==> src/rtl/prio_intr_enc_pkg.sv <==
// Shared constants and the highest-set-bit helper for the prioritised interrupt encoder.
// Compile with PRIO_ENC_MASK_EN defined to enable the per-line mask register.
package prio_enc_pkg;

    localparam int MAX_N = 64;
    localparam int MAX_W = $clog2(MAX_N);

    // Idle encoding of a_n; users take the low W bits by cast.
    localparam logic [MAX_W-1:0] ALL_ONES_A = '1;

    typedef struct packed {
        logic        found;
        logic [31:0] idx;
    } msb_t;

    // Scans upward so the last set bit seen is the highest one.
    function automatic msb_t msb_idx(input logic [MAX_N-1:0] vec);
        msb_t res;
        res.found = 1'b0;
        res.idx   = '0;
        for (int i = 0; i < MAX_N; i++) begin
            if (vec[i]) begin
                res.found = 1'b1;
                res.idx   = 32'(i);
            end
        end
        return res;
    endfunction

endpackage

==> src/rtl/prio_intr_enc_if.sv <==
// Request/acknowledge and encoded-output bundle of prio_intr_enc.
// mask_ld/mask_d exist only when PRIO_ENC_MASK_EN is defined.
interface prio_intr_enc_if #(
    parameter int N = 8
);
    localparam int W = $clog2(N);

    logic         ei_n;
    logic [N-1:0] req_n;
    logic         ack;
    logic         eoi;
`ifdef PRIO_ENC_MASK_EN
    logic         mask_ld;
    logic [N-1:0] mask_d;
`endif

    logic [W-1:0] a_n;
    logic         gs_n;
    logic         eo_n;
    logic         irq;
    logic         isv;
    logic [W-1:0] lvl;

`ifdef PRIO_ENC_MASK_EN
    modport master (
        output ei_n, req_n, ack, eoi, mask_ld, mask_d,
        input  a_n, gs_n, eo_n, irq, isv, lvl
    );

    modport slave (
        input  ei_n, req_n, ack, eoi, mask_ld, mask_d,
        output a_n, gs_n, eo_n, irq, isv, lvl
    );
`else
    modport master (
        output ei_n, req_n, ack, eoi,
        input  a_n, gs_n, eo_n, irq, isv, lvl
    );

    modport slave (
        input  ei_n, req_n, ack, eoi,
        output a_n, gs_n, eo_n, irq, isv, lvl
    );
`endif

endinterface

==> src/rtl/prio_intr_enc_msb.sv <==
// Combinational highest-set-bit finder; idx is 0 when no bit is set.
module prio_msb
    import prio_enc_pkg::*;
#(
    parameter  int N = 8,
    localparam int W = $clog2(N)
) (
    input  logic [N-1:0] vec,
    output logic [W-1:0] idx,
    output logic         found
);

    msb_t res;

    always_comb begin
        res   = msb_idx(MAX_N'(vec));
        idx   = W'(res.idx);
        found = res.found;
    end

endmodule

==> src/rtl/prio_intr_enc.sv <==
// Sticky priority interrupt encoder with in-service nesting and 74148-style cascade pins.
// Optional mask register is enabled by defining PRIO_ENC_MASK_EN.
module prio_intr_enc
    import prio_enc_pkg::*;
#(
    parameter int N = 8
) (
    input  logic           clk,
    input  logic           rst,
    prio_intr_enc_if.slave bus
);

    localparam int W = $clog2(N);

    logic [N-1:0] pend_q;
    logic [N-1:0] pend_d;
    logic [N-1:0] isr_q;
    logic [N-1:0] isr_d;
    logic [N-1:0] mask;
    logic [N-1:0] elig;

    logic [W-1:0] p_idx;
    logic [W-1:0] l_idx;
    logic         e_any;
    logic         isr_any;
    logic         en;
    logic         irq;
    logic         do_ack;
    logic         do_eoi;

`ifdef PRIO_ENC_MASK_EN
    logic [N-1:0] msk_q;
    logic [N-1:0] msk_d;

    always_comb begin
        msk_d = msk_q;
        if (bus.mask_ld) begin
            msk_d = bus.mask_d;
        end
    end

    always_ff @(posedge clk) begin
        if (rst) begin
            msk_q <= '0;
        end else begin
            msk_q <= msk_d;
        end
    end

    assign mask = msk_q;
`else
    assign mask = '0;
`endif

    assign elig = pend_q & ~mask;
    assign en   = ~bus.ei_n;

    prio_msb #(.N(N)) u_elig_msb (
        .vec   (elig),
        .idx   (p_idx),
        .found (e_any)
    );

    prio_msb #(.N(N)) u_isr_msb (
        .vec   (isr_q),
        .idx   (l_idx),
        .found (isr_any)
    );

    // Only a strictly higher level than the one in service may interrupt.
    assign irq    = en & e_any & (~isr_any | (p_idx > l_idx));
    assign do_ack = bus.ack & irq;
    assign do_eoi = bus.eoi & isr_any;

    // Clears are applied before sets so a still-held request re-latches on ack,
    // and an ack landing on the level being retired keeps that bit set.
    always_comb begin
        pend_d = pend_q;
        isr_d  = isr_q;
        if (do_ack) begin
            pend_d[p_idx] = 1'b0;
        end
        if (en) begin
            pend_d = pend_d | ~bus.req_n;
        end
        if (do_eoi) begin
            isr_d[l_idx] = 1'b0;
        end
        if (do_ack) begin
            isr_d[p_idx] = 1'b1;
        end
    end

    always_ff @(posedge clk) begin
        if (rst) begin
            pend_q <= '0;
            isr_q  <= '0;
        end else begin
            pend_q <= pend_d;
            isr_q  <= isr_d;
        end
    end

    assign bus.a_n  = (en & e_any) ? ~p_idx : W'(ALL_ONES_A);
    assign bus.gs_n = ~(en & e_any);
    assign bus.eo_n = ~(en & ~e_any);
    assign bus.irq  = irq;
    assign bus.isv  = isr_any;
    assign bus.lvl  = isr_any ? l_idx : '0;

endmodule

==> src/flat_wrapper.sv <==
// flat-port wrapper written by rule: the top's interface ports become plain ports
module prio_intr_enc_flat import prio_enc_pkg::*;
#(
    parameter int N = 8
)
  (clk, rst, bus_ei_n, bus_req_n, bus_ack, bus_eoi, bus_a_n, bus_gs_n, bus_eo_n, bus_irq, bus_isv, bus_lvl);
  prio_intr_enc_if #(.N(N)) bus_i ();
  input  logic clk;
  input  logic rst;
  input wire logic [$bits(bus_i.ei_n)-1:0] bus_ei_n;
  input wire logic [$bits(bus_i.req_n)-1:0] bus_req_n;
  input wire logic [$bits(bus_i.ack)-1:0] bus_ack;
  input wire logic [$bits(bus_i.eoi)-1:0] bus_eoi;
  output wire logic [$bits(bus_i.a_n)-1:0] bus_a_n;
  output wire logic [$bits(bus_i.gs_n)-1:0] bus_gs_n;
  output wire logic [$bits(bus_i.eo_n)-1:0] bus_eo_n;
  output wire logic [$bits(bus_i.irq)-1:0] bus_irq;
  output wire logic [$bits(bus_i.isv)-1:0] bus_isv;
  output wire logic [$bits(bus_i.lvl)-1:0] bus_lvl;
  assign bus_i.ei_n = bus_ei_n;
  assign bus_i.req_n = bus_req_n;
  assign bus_i.ack = bus_ack;
  assign bus_i.eoi = bus_eoi;
  assign bus_a_n = bus_i.a_n;
  assign bus_gs_n = bus_i.gs_n;
  assign bus_eo_n = bus_i.eo_n;
  assign bus_irq = bus_i.irq;
  assign bus_isv = bus_i.isv;
  assign bus_lvl = bus_i.lvl;
  prio_intr_enc #(.N(N)) u_core (.clk(clk), .rst(rst), .bus(bus_i));
endmodule
==> config.mk <==
export PLATFORM = sky130hd
export DESIGN_NAME = prio_intr_enc_flat
export DESIGN_NICKNAME = d
export VERILOG_FILES = /design/src/rtl/prio_intr_enc_pkg.sv /design/src/rtl/prio_intr_enc_if.sv /design/src/rtl/prio_intr_enc_msb.sv /design/src/rtl/prio_intr_enc.sv /design/src/flat_wrapper.sv
export SDC_FILE = /design/constraint.sdc
export NUM_CORES = 1
export LEC_CHECK = 0
export ABC_AREA = 0
export BUFFER_PORTS_ARGS = -buffer_cell sky130_fd_sc_hd__buf_2
export CAP_MARGIN = 20
export CORE_ASPECT_RATIO = 0.9
export CORE_MARGIN = 10
export CORE_UTILIZATION = 25
export CTS_CLUSTER_DIAMETER = 40
export DETAILED_ROUTE_END_ITERATION = 12
export PLACE_DENSITY = 0.55
export REMOVE_ABC_BUFFERS = 1
export SLEW_MARGIN = 20
export SYNTH_ARGS = -nofsm -noshare
export SYNTH_HDL_FRONTEND = slang
export SYNTH_HIERARCHICAL = 1
export SYNTH_SLANG_ARGS = --single-unit
==> constraint.sdc <==
create_clock -name clk -period 6 [get_ports clk]
set_input_delay 0 -clock clk [delete_from_list [all_inputs] [get_ports clk]]
set_output_delay 0 -clock clk [all_outputs]
set_load 0.02 [all_outputs]
==> report_table.html, run 1 <==
<table>
<tr><th>Metric</th><th>Value</th></tr>
<tr><th colspan="2">Pwr</th></tr>
<tr><td>Combinational share of power</td><td>0.340</td></tr>
<tr><td>Max IR drop VDD</td><td>0.0001144 V</td></tr>
<tr><td>Part of the total power dissipated in sequential elements</td><td>0.365</td></tr>
<tr><td>Final Total Pwr</td><td>0.3217 mW</td></tr>
<tr><td>Static Leakage</td><td>0.5177 nW</td></tr>
<tr><td>Internal power contribution</td><td>0.2119 mW</td></tr>
<tr><td>Proportion of total power due to net switching</td><td>0.3411</td></tr>
<tr><td>Pwr dens</td><td>247.0 nW/um^2</td></tr>
<tr><td>Clock group share of total power</td><td>0.295</td></tr>
<tr><td>Net Switching</td><td>0.1097 mW</td></tr>
<tr><th colspan="2">Critical path</th></tr>
<tr><td>Crit end category</td><td>register</td></tr>
<tr><td>Capturing element of the worst setup path</td><td>u_core/isr_q[0]</td></tr>
<tr><td>Reg-to-reg startpoint</td><td>u_core/isr_q[2]</td></tr>
<tr><td>Capture instance of the worst register-to-register path</td><td>u_core/isr_q[0]</td></tr>
<tr><td>Category of the most critical setup path</td><td>reg2reg</td></tr>
<tr><td>Critical Path Stages</td><td>8</td></tr>
<tr><td>Critical path's slowest cell</td><td>sky130_fd_sc_hd__o31ai_1</td></tr>
<tr><td>CP delay by family, top</td><td>compound AO/OA/AOI/OAI gates</td></tr>
<tr><td>Critical-path maximum fanout</td><td>8</td></tr>
<tr><td>Type of origin of the critical path</td><td>register</td></tr>
<tr><td>Data arrival time at the worst-slack endpoint</td><td>2.86 ns</td></tr>
<tr><td>Launch point of the worst path</td><td>u_core/isr_q[2]</td></tr>
<tr><td>Critical path required time</td><td>6.16 ns</td></tr>
<tr><td>Crit path buffers/inverters</td><td>1</td></tr>
<tr><td>Number of cells traversed by the worst register-to-register path</td><td>8</td></tr>
<tr><td>Reg-to-reg setup timing slack</td><td>3.30 ns</td></tr>
<tr><td>Cells along the critical path</td><td>nor2_1, o31ai_1, inv_1, ha_1, and3_1, o21a_4, or4_4, o32ai_2</td></tr>
<tr><td>Slowest stage delay, CP</td><td>0.62 ns</td></tr>
<tr><th colspan="2">Timing</th></tr>
<tr><td>RSZ-0062 raised after global routing</td><td>false</td></tr>
<tr><td>Final hold viol count</td><td>0</td></tr>
<tr><td>Min Tclk post-route</td><td>2.700 ns</td></tr>
<tr><td>Fmax</td><td>370.3 MHz</td></tr>
<tr><td>Final WS setup</td><td>3.300 ns</td></tr>
<tr><td>Max_slew headroom</td><td>0.4948</td></tr>
<tr><td>Setup Total Neg Slack</td><td>0 ns</td></tr>
<tr><td>Final setup vio count</td><td>0</td></tr>
<tr><td>Final setup skew</td><td>0.0009870 ns</td></tr>
<tr><td>Hold WS</td><td>0.1482 ns</td></tr>
<tr><td>Pin slew with the least headroom to its limit</td><td>0.7514 ns</td></tr>
<tr><td>Ratio of final minimum period to clock period</td><td>0.4501</td></tr>
<tr><td>Max Slew Vio Count</td><td>0</td></tr>
<tr><th colspan="2">Synthesis</th></tr>
<tr><td>Main area contributors after synthesis</td><td>sky130_fd_sc_hd__dfxtp_1 (32%), sky130_fd_sc_hd__nand2_1 (7.4%), sky130_fd_sc_hd__o21bai_1 (5.9%), sky130_fd_sc_hd__a31oi_1 (3.7%), sky130_fd_sc_hd__ha_1 (3.7%)</td></tr>
<tr><td>Number of synthesized flops with an enable pin</td><td>0</td></tr>
<tr><td>Cell accounting for the most synthesized area</td><td>sky130_fd_sc_hd__dfxtp_1</td></tr>
<tr><td>Distinct cell type count after synthesis</td><td>34</td></tr>
<tr><td>Count of warnings emitted by yosys</td><td>6</td></tr>
<tr><td>Cell area after synthesis</td><td>1015 um^2</td></tr>
<tr><td>Share of flip-flops with an asynchronous set or reset after synthesis</td><td>0</td></tr>
<tr><td>Area share of the largest cell type after synthesis</td><td>0.3157</td></tr>
<tr><td>Dominant register cell in the synthesized netlist</td><td>sky130_fd_sc_hd__dfxtp_1</td></tr>
<tr><td>Mapped Cells</td><td>127</td></tr>
<tr><td>Portion of the post-synthesis area used by sequential elements</td><td>0.3157</td></tr>
<tr><td>Seq cells post-synth</td><td>16</td></tr>
<tr><td>Avg Synthesized Cell Area</td><td>7.990 um^2</td></tr>
<tr><th colspan="2">Layout</th></tr>
<tr><td>Total of fill cells in the finished design</td><td>389</td></tr>
<tr><td>Number of antenna cells inserted</td><td>0</td></tr>
<tr><td>Ratio of cells with drive above 1 in the final layout</td><td>0.2405</td></tr>
<tr><td>Total area of multi-input combinational cells</td><td>634.4 um^2</td></tr>
<tr><td>Area taken by flip-flops and latches</td><td>320.3 um^2</td></tr>
<tr><td>Final layout net count</td><td>175</td></tr>
<tr><td>P&amp;R area growth vs syn</td><td>28.36%</td></tr>
<tr><th colspan="2">Clocking</th></tr>
<tr><td>Worst skew pair latency</td><td>0.25 ns</td></tr>
<tr><td>Root buffer cell</td><td>sky130_fd_sc_hd__clkbuf_8</td></tr>
<tr><td>CTS H-tree lvls</td><td>1</td></tr>
<tr><td>Number of buffers added by the clock tree synthesis step</td><td>3</td></tr>
<tr><td>Maximum root-to-sink buffer count</td><td>2</td></tr>
<tr><td>Clock slew seen by the registers of the worst setup and hold paths</td><td>0.06 ns</td></tr>
<tr><td>Total clock sinks</td><td>16</td></tr>
<tr><td>Number of buffers inserted by hold repair at cts</td><td>8</td></tr>
<tr><td>Post-CTS resize count</td><td>0</td></tr>
<tr><td>TritonCTS clock tree</td><td>built</td></tr>
<tr><td>Setup fix buffers added after clock tree synthesis</td><td>0</td></tr>
<tr><th colspan="2">Drt</th></tr>
<tr><td>Vias per Instance</td><td>5.167</td></tr>
<tr><td>Number of iterations in the first detailed-routing pass</td><td>4</td></tr>
<tr><td>Remaining routing DRC violations</td><td>0</td></tr>
<tr><td>Total via count after detailed routing</td><td>1054</td></tr>
<tr><td>Routed wire per std cell</td><td>13.57 um</td></tr>
<tr><td>Routed wire length</td><td>2768 um</td></tr>
<tr><td>Initial detailed-routing violation count</td><td>53</td></tr>
<tr><td>Post-detailed-route count of antenna-violating nets</td><td>0</td></tr>
<tr><th colspan="2">Floorplanning</th></tr>
<tr><td>Initial core utilization</td><td>0.2663</td></tr>
<tr><td>Number of placed I/O pins</td><td>23</td></tr>
<tr><td>Total Die Area</td><td>7011 um^2</td></tr>
<tr><td>Placeable core region</td><td>3810 um^2</td></tr>
<tr><td>Vertical die dimension</td><td>80.44 um</td></tr>
<tr><td>DIE WIDTH</td><td>87.16 um</td></tr>
<tr><td>Total number of placement rows</td><td>21</td></tr>
<tr><th colspan="2">Global route</th></tr>
<tr><td>Number of antenna violations at the first check in global routing</td><td>0</td></tr>
<tr><td>Global-route wire length before repair</td><td>4554 um</td></tr>
<tr><td>Number of global-route vias before repair</td><td>1011</td></tr>
<tr><td>Overall overflow remaining after global route</td><td>0</td></tr>
<tr><td>Total Routing Usage GR</td><td>0.07741</td></tr>
<tr><td>Maximum number of pins on one net before global-route repair</td><td>19</td></tr>
<tr><th colspan="2">Min path</th></tr>
<tr><td>Classification of the worst-slack hold path</td><td>in2reg</td></tr>
<tr><th colspan="2">Placement</th></tr>
<tr><td>Number of buffer cells added on primary ports</td><td>22</td></tr>
<tr><td>Worst slack, placed</td><td>3.332 ns</td></tr>
<tr><td>Estimated wirelength of the detail-placed design</td><td>2141 um</td></tr>
<tr><td>Last weighted congestion value of the routability-driven placer</td><td>0.7820</td></tr>
<tr><th colspan="2">Status</th></tr>
<tr><td>Result of the run</td><td>completed</td></tr>
<tr><th colspan="2">Run</th></tr>
<tr><td>Max-cap violation count</td><td>0</td></tr>
</table>
## cell type report
| cell class | count | share of cell area |
|---|---|---|
| Multi-Input combinational cell | 97 | 0.4870 |
| Sequential cell | 16 | 0.2459 |
| Timing Repair Buffer | 31 | 0.1518 |
| Tap cell | 46 | 0.04419 |
| Clock buffer | 4 | 0.04227 |
| Inverter | 10 | 0.02882 |
## worst reg2reg max path: stages (launching register included)
cell and delay [ns]:
sky130_fd_sc_hd__dfxtp_1 0.35, sky130_fd_sc_hd__nor2_1 0.07, sky130_fd_sc_hd__o31ai_1 0.62, sky130_fd_sc_hd__inv_1 0.13, sky130_fd_sc_hd__ha_1 0.31, sky130_fd_sc_hd__and3_1 0.18, sky130_fd_sc_hd__o21a_4 0.21, sky130_fd_sc_hd__or4_4 0.55
sky130_fd_sc_hd__o32ai_2 0.20
## synthesized netlist by cell type (all sizes together) (3+ instances only)
library cell and instances:
a21oi 4, a31oi 6, clkbuf 3, clkinv 3, dfxtp 16, ha 3
inv 7, nand2 20, nand2b 3, nand3 4, nor2 10, nor2b 4
o21ai 6, o21bai 8, o311ai 4, o31ai 5
## per-layer routing
metal	part of all wire	track usage	wire [um]
met1	0.48	0.09195	1317
met2	0.46	0.1281	1283
met3	0.059	0.03532	163
met4	0.0014	0.009554	4
met5	0	0	0
## power groups by stage
stage	logic (mW)	clock network, mW	registers [mW]
finish	0.109	0.0948	0.117
global route	0.122	0.103	0.118
CTS	0.109	0.0977	0.117
detailed placement	0.105	0	0.120
global placement	0.104	0	0.120
floorplan	0.0744	0	0.118
## cells by family after synthesis
family,synth area share
and+or+nand+nor,0.3033
AOI/OAI and AO/OA,0.2848
DFF,0.3157
buffers and inverters,0.05918
adders and majority gates,0.03700
## worst min-delay path by stage
stage	startpoint	endpoint	slack, ns	cells after the start
after floorplan	bus_req_n[0]	u_core/elig[0]	0.1	1
after global placement	bus_req_n[4]	u_core/elig[4]	0.20	2
after detailed placement	bus_req_n[0]	u_core/elig[0]	0.20	2
after CTS	bus_eoi	u_core/isr_q[0]	0.14	3
after global routing	bus_eoi	u_core/isr_q[0]	0.17	3
final	bus_eoi	u_core/isr_q[0]	0.15	3
## metrics by stage
step / util / cells / instance area [um^2]
2_1_floorplan: - / 123 / 992.2
3_3_place_gp: 0.3064 / 192 / 1167
3_5_place_dp: 0.3064 / 192 / 1167
4_1_cts: 0.3419 / 204 / 1303
5_1_grt: 0.3419 / 204 / 1303
6_report: 0.3419 / 204 / 1303
## sequential cells by signal, summed over array words and instances, names as in the netlist
| name | flops |
|---|---|
| u_core/elig | 8 |
| u_core/isr_q | 8 |
## cells in the final DEF (no fill, tap or decap), types with 4 or more instances in the layout
cell type	count
sky130_fd_sc_hd__nor2_1	10
sky130_fd_sc_hd__dlygate4sd3_1	8
sky130_fd_sc_hd__a21oi_1	4
sky130_fd_sc_hd__nand3_1	4
sky130_fd_sc_hd__buf_2	22
sky130_fd_sc_hd__o311ai_0	4
sky130_fd_sc_hd__dfxtp_1	16
sky130_fd_sc_hd__a31oi_1	6
sky130_fd_sc_hd__o21ai_1	6
sky130_fd_sc_hd__clkbuf_8	4
sky130_fd_sc_hd__o21bai_1	8
sky130_fd_sc_hd__nand2_1	20
sky130_fd_sc_hd__o31ai_1	4
sky130_fd_sc_hd__inv_1	6
No activity file was read; power rests on OpenSTA's default activity.
==> run 2: changes to the inputs <==
ABC_AREA = 1   (was 0)
clock period = 2.6 ns   (was 6 ns; I/O delays follow)
==> run 2 against run 1 <==
Against the previous run:
- the run now ends with negative hold slack left
- clock skew up 0.00056 ns
- combinational power up 110%
- count of clock-buffer cells in the layout unchanged
- largest cell class unchanged
==> report_table.html, run 2 <==
<table>
<tr><th>Metric</th><th>Value</th></tr>
<tr><th colspan="2">Status</th></tr>
<tr><td>Result of the run</td><td>finished with violations</td></tr>
<tr><td>Failing checks</td><td>negative hold slack</td></tr>
<tr><th colspan="2">Pwr</th></tr>
<tr><td>Pwr dens</td><td>586.7 nW/um^2</td></tr>
<tr><td>Max IR drop VDD</td><td>0.0003035 V</td></tr>
<tr><td>Static Leakage</td><td>0.5837 nW</td></tr>
<tr><th colspan="2">Global route</th></tr>
<tr><td>Number of global-route vias before repair</td><td>1017</td></tr>
<tr><td>Met3 track demand over resource</td><td>0.03878</td></tr>
<tr><td>Maximum number of pins on one net before global-route repair</td><td>17</td></tr>
<tr><td>Met2 global-route usage</td><td>0.1218</td></tr>
<tr><td>Met1 capacity usage during global routing</td><td>0.08746</td></tr>
<tr><td>Number of antenna violations at the first check in global routing</td><td>0</td></tr>
<tr><td>Layer with the highest usage</td><td>met2</td></tr>
<tr><td>Total Routing Usage GR</td><td>0.07827</td></tr>
<tr><td>Overall overflow remaining after global route</td><td>0</td></tr>
<tr><td>Global-route wire length before repair</td><td>4347 um</td></tr>
<tr><th colspan="2">Floorplanning</th></tr>
<tr><td>Initial core utilization</td><td>0.2616</td></tr>
<tr><td>Total Die Area</td><td>6807 um^2</td></tr>
<tr><td>Total number of placement rows</td><td>21</td></tr>
<tr><td>Number of placed I/O pins</td><td>23</td></tr>
<tr><td>DIE WIDTH</td><td>85.86 um</td></tr>
<tr><td>Vertical die dimension</td><td>79.28 um</td></tr>
<tr><td>Placeable core region</td><td>3731 um^2</td></tr>
<tr><th colspan="2">Critical path</th></tr>
<tr><td>Critical path required time</td><td>2.60 ns</td></tr>
<tr><td>Capture instance of the worst register-to-register path</td><td>u_core/elig[5]</td></tr>
<tr><td>Category of the most critical setup path</td><td>reg2out</td></tr>
<tr><td>Reg-to-reg setup timing slack</td><td>0.66 ns</td></tr>
<tr><td>Crit end category</td><td>primary output</td></tr>
<tr><td>Type of origin of the critical path</td><td>register</td></tr>
<tr><td>Data arrival time at the worst-slack endpoint</td><td>1.96 ns</td></tr>
<tr><td>Reg-to-reg startpoint</td><td>u_core/elig[1]</td></tr>
<tr><td>Number of cells traversed by the worst register-to-register path</td><td>14</td></tr>
<tr><td>Critical-path maximum fanout</td><td>6</td></tr>
<tr><th colspan="2">Drt</th></tr>
<tr><td>Vias per Instance</td><td>4.493</td></tr>
<tr><td>Total via count after detailed routing</td><td>1011</td></tr>
<tr><td>Routed wire length</td><td>2571 um</td></tr>
<tr><td>Post-detailed-route count of antenna-violating nets</td><td>0</td></tr>
<tr><td>Number of iterations in the first detailed-routing pass</td><td>4</td></tr>
<tr><td>Routed wire per std cell</td><td>11.43 um</td></tr>
<tr><td>Initial detailed-routing violation count</td><td>20</td></tr>
<tr><td>Remaining routing DRC violations</td><td>0</td></tr>
<tr><th colspan="2">Synthesis</th></tr>
<tr><td>Count of warnings emitted by yosys</td><td>6</td></tr>
<tr><td>Post-Synth Simple-Gate Area</td><td>0.3872</td></tr>
<tr><td>Area share of the largest cell type after synthesis</td><td>0.3282</td></tr>
<tr><td>Library cell with the highest instance count after synthesis</td><td>sky130_fd_sc_hd__nand2_1</td></tr>
<tr><td>Xor and xnor fraction of the mapped netlist area</td><td>0</td></tr>
<tr><td>Adder and majority gate portion of the synthesized area</td><td>0.03846</td></tr>
<tr><td>Combinational family with the most area after synthesis</td><td>simple AND/OR/NAND/NOR gates</td></tr>
<tr><td>Portion of the post-synthesis area used by sequential elements</td><td>0.3282</td></tr>
<tr><td>Share of flip-flops with an asynchronous set or reset after synthesis</td><td>0</td></tr>
<tr><td>Post-synthesis compound-gate area fraction</td><td>0.1333</td></tr>
<tr><td>Mapped Cells</td><td>151</td></tr>
<tr><td>Cell accounting for the most synthesized area</td><td>sky130_fd_sc_hd__dfxtp_1</td></tr>
<tr><td>Seq cells post-synth</td><td>16</td></tr>
<tr><td>Number of synthesized flops with an enable pin</td><td>0</td></tr>
<tr><td>Distinct cell type count after synthesis</td><td>20</td></tr>
<tr><td>Main area contributors after synthesis</td><td>sky130_fd_sc_hd__dfxtp_1 (33%), sky130_fd_sc_hd__nand2_1 (15%), sky130_fd_sc_hd__a21oi_1 (9.2%), sky130_fd_sc_hd__inv_1 (8.5%), sky130_fd_sc_hd__or2_2 (5.8%)</td></tr>
<tr><td>Post-synth top cells</td><td>sky130_fd_sc_hd__nand2_1 (40), sky130_fd_sc_hd__inv_1 (22), sky130_fd_sc_hd__a21oi_1 (18)</td></tr>
<tr><td>Dominant register cell in the synthesized netlist</td><td>sky130_fd_sc_hd__dfxtp_1</td></tr>
<tr><td>Multiplexer fraction of the synthesized cell area</td><td>0</td></tr>
<tr><td>Avg Synthesized Cell Area</td><td>6.463 um^2</td></tr>
<tr><td>Cell area after synthesis</td><td>975.9 um^2</td></tr>
<tr><th colspan="2">Clocking</th></tr>
<tr><td>Post-CTS resize count</td><td>0</td></tr>
<tr><td>Worst skew pair latency</td><td>0.25 ns</td></tr>
<tr><td>Maximum root-to-sink buffer count</td><td>2</td></tr>
<tr><td>Setup fix buffers added after clock tree synthesis</td><td>0</td></tr>
<tr><td>CTS H-tree lvls</td><td>1</td></tr>
<tr><td>Total clock sinks</td><td>16</td></tr>
<tr><td>Number of buffers added by the clock tree synthesis step</td><td>3</td></tr>
<tr><td>Clock slew seen by the registers of the worst setup and hold paths</td><td>0.06 ns</td></tr>
<tr><td>Root buffer cell</td><td>sky130_fd_sc_hd__clkbuf_8</td></tr>
<tr><td>TritonCTS clock tree</td><td>built</td></tr>
<tr><th colspan="2">Layout</th></tr>
<tr><td>Area taken by flip-flops and latches</td><td>320.3 um^2</td></tr>
<tr><td>Total area of multi-input combinational cells</td><td>545.5 um^2</td></tr>
<tr><td>Most frequent cells in the layout</td><td>sky130_fd_sc_hd__nand2_1 (40), sky130_fd_sc_hd__buf_2 (22), sky130_fd_sc_hd__inv_1 (22)</td></tr>
<tr><td>P&amp;R area growth vs syn</td><td>26.54%</td></tr>
<tr><td>Number of antenna cells inserted</td><td>0</td></tr>
<tr><td>Final layout net count</td><td>196</td></tr>
<tr><td>Total of fill cells in the finished design</td><td>429</td></tr>
<tr><td>Most common cell after layout, fill and taps aside</td><td>sky130_fd_sc_hd__nand2_1</td></tr>
<tr><td>Ratio of cells with drive above 1 in the final layout</td><td>0.2235</td></tr>
<tr><th colspan="2">Min path</th></tr>
<tr><td>Worst Hold Path Cells</td><td>3</td></tr>
<tr><td>Hold Path Sink</td><td>u_core/elig[3]</td></tr>
<tr><td>Classification of the worst-slack hold path</td><td>in2reg</td></tr>
<tr><td>Hold path startpoint</td><td>bus_req_n[3]</td></tr>
<tr><th colspan="2">Timing</th></tr>
<tr><td>Hold WS</td><td>-0.0005132 ns</td></tr>
<tr><td>Final setup vio count</td><td>0</td></tr>
<tr><td>Max Slew Vio Count</td><td>0</td></tr>
<tr><td>Min Tclk post-route</td><td>1.955 ns</td></tr>
<tr><td>RSZ-0062 raised after global routing</td><td>false</td></tr>
<tr><td>Final WS setup</td><td>0.6447 ns</td></tr>
<tr><td>Fmax</td><td>511.4 MHz</td></tr>
<tr><td>Ratio of final minimum period to clock period</td><td>0.7520</td></tr>
<tr><td>Final setup skew</td><td>0.001544 ns</td></tr>
<tr><td>Pin slew with the least headroom to its limit</td><td>0.4384 ns</td></tr>
<tr><td>Setup Total Neg Slack</td><td>0 ns</td></tr>
<tr><td>Final hold viol count</td><td>1</td></tr>
<tr><td>Max_slew headroom</td><td>0.7074</td></tr>
<tr><th colspan="2">Placement</th></tr>
<tr><td>Estimated wirelength of the detail-placed design</td><td>2035 um</td></tr>
<tr><td>Last weighted congestion value of the routability-driven placer</td><td>0.7957</td></tr>
<tr><td>Worst slack, placed</td><td>0.6718 ns</td></tr>
<tr><td>Number of buffer cells added on primary ports</td><td>22</td></tr>
<tr><th colspan="2">Run</th></tr>
<tr><td>Max-cap violation count</td><td>0</td></tr>
</table>
## run 2: what timing repair did
item                                    CTS  global route
endpoints found under the hold margin     6             0
endpoints found under the setup margin    0             0
hold buffers                              6             0
## run 2: worst max path at each step
stage                              start              to  slack (ns)  cells past startpoint
after floorplan           u_core/elig[2]  u_core/elig[0]        0.96                     15
after global placement    u_core/elig[1]  u_core/elig[2]        0.68                     14
after detailed placement  u_core/elig[1]  u_core/elig[5]        0.67                     14
after CTS                 u_core/elig[1]         bus_irq        0.62                     12
after global routing      u_core/elig[1]  u_core/elig[7]        0.45                     16
final                     u_core/elig[1]         bus_irq        0.64                     12
## run 2: power by group
part / total [mW] / internal [mW] / switching (mW)
Clock: 0.226 / 0.135 / 0.0909
Sequential: 0.267 / 0.259 / 0.00830
Combinational: 0.232 / 0.0793 / 0.152
## run 2: through the flow
step                      hold WS, ns  instance area (um^2)  total power, mW  cells  utilization
after floorplan               0.06907                 952.2           0.4337    147            -
after global placement         0.2626                  1120           0.4980    215       0.3001
after detailed placement       0.2650                  1120           0.4984    215       0.3001
after CTS                   0.0005051                  1235           0.7352    225       0.3310
after global routing          0.02896                  1235           0.7738    225       0.3310
final                      -0.0005132                  1235           0.7245    225       0.3310
## run 2: cells by family after synthesis
kind of cell / Yosys count
AOI/OAI and AO/OA: 26
adders and majority gates: 3
buffers and inverters: 27
DFF: 16
and+or+nand+nor: 79
## run 2: routing by layer
| metal | up-vias | routed length [um] |
|---|---|---|
| met1 | 439 | 1282 |
| met4 | 0 | 38 |
| met5 | - | 0 |
| met3 | 4 | 196 |
| met2 | 22 | 1055 |
| li1 | 546 | - |
## run 2: layout make-up
cell class,instances,area share
Clock buffer,4,0.04458
Inverter,23,0.06991
Multi-Input combinational cell,108,0.4417
Sequential cell,16,0.2594
Tap cell,46,0.04661
Timing Repair Buffer,28,0.1378
## run 2: worst max-delay path: stages (launching register included)
cell and delay [ns]:
sky130_fd_sc_hd__dfxtp_1 0.37, sky130_fd_sc_hd__nand2_1 0.07, sky130_fd_sc_hd__nand2_1 0.06, sky130_fd_sc_hd__nand2_1 0.05
sky130_fd_sc_hd__nand2_1 0.05, sky130_fd_sc_hd__nand2_1 0.04, sky130_fd_sc_hd__nand2_1 0.18, sky130_fd_sc_hd__inv_2 0.10
sky130_fd_sc_hd__ha_1 0.30, sky130_fd_sc_hd__nand3_1 0.09, sky130_fd_sc_hd__nand2_2 0.08, sky130_fd_sc_hd__a21oi_1 0.11
sky130_fd_sc_hd__buf_2 0.18
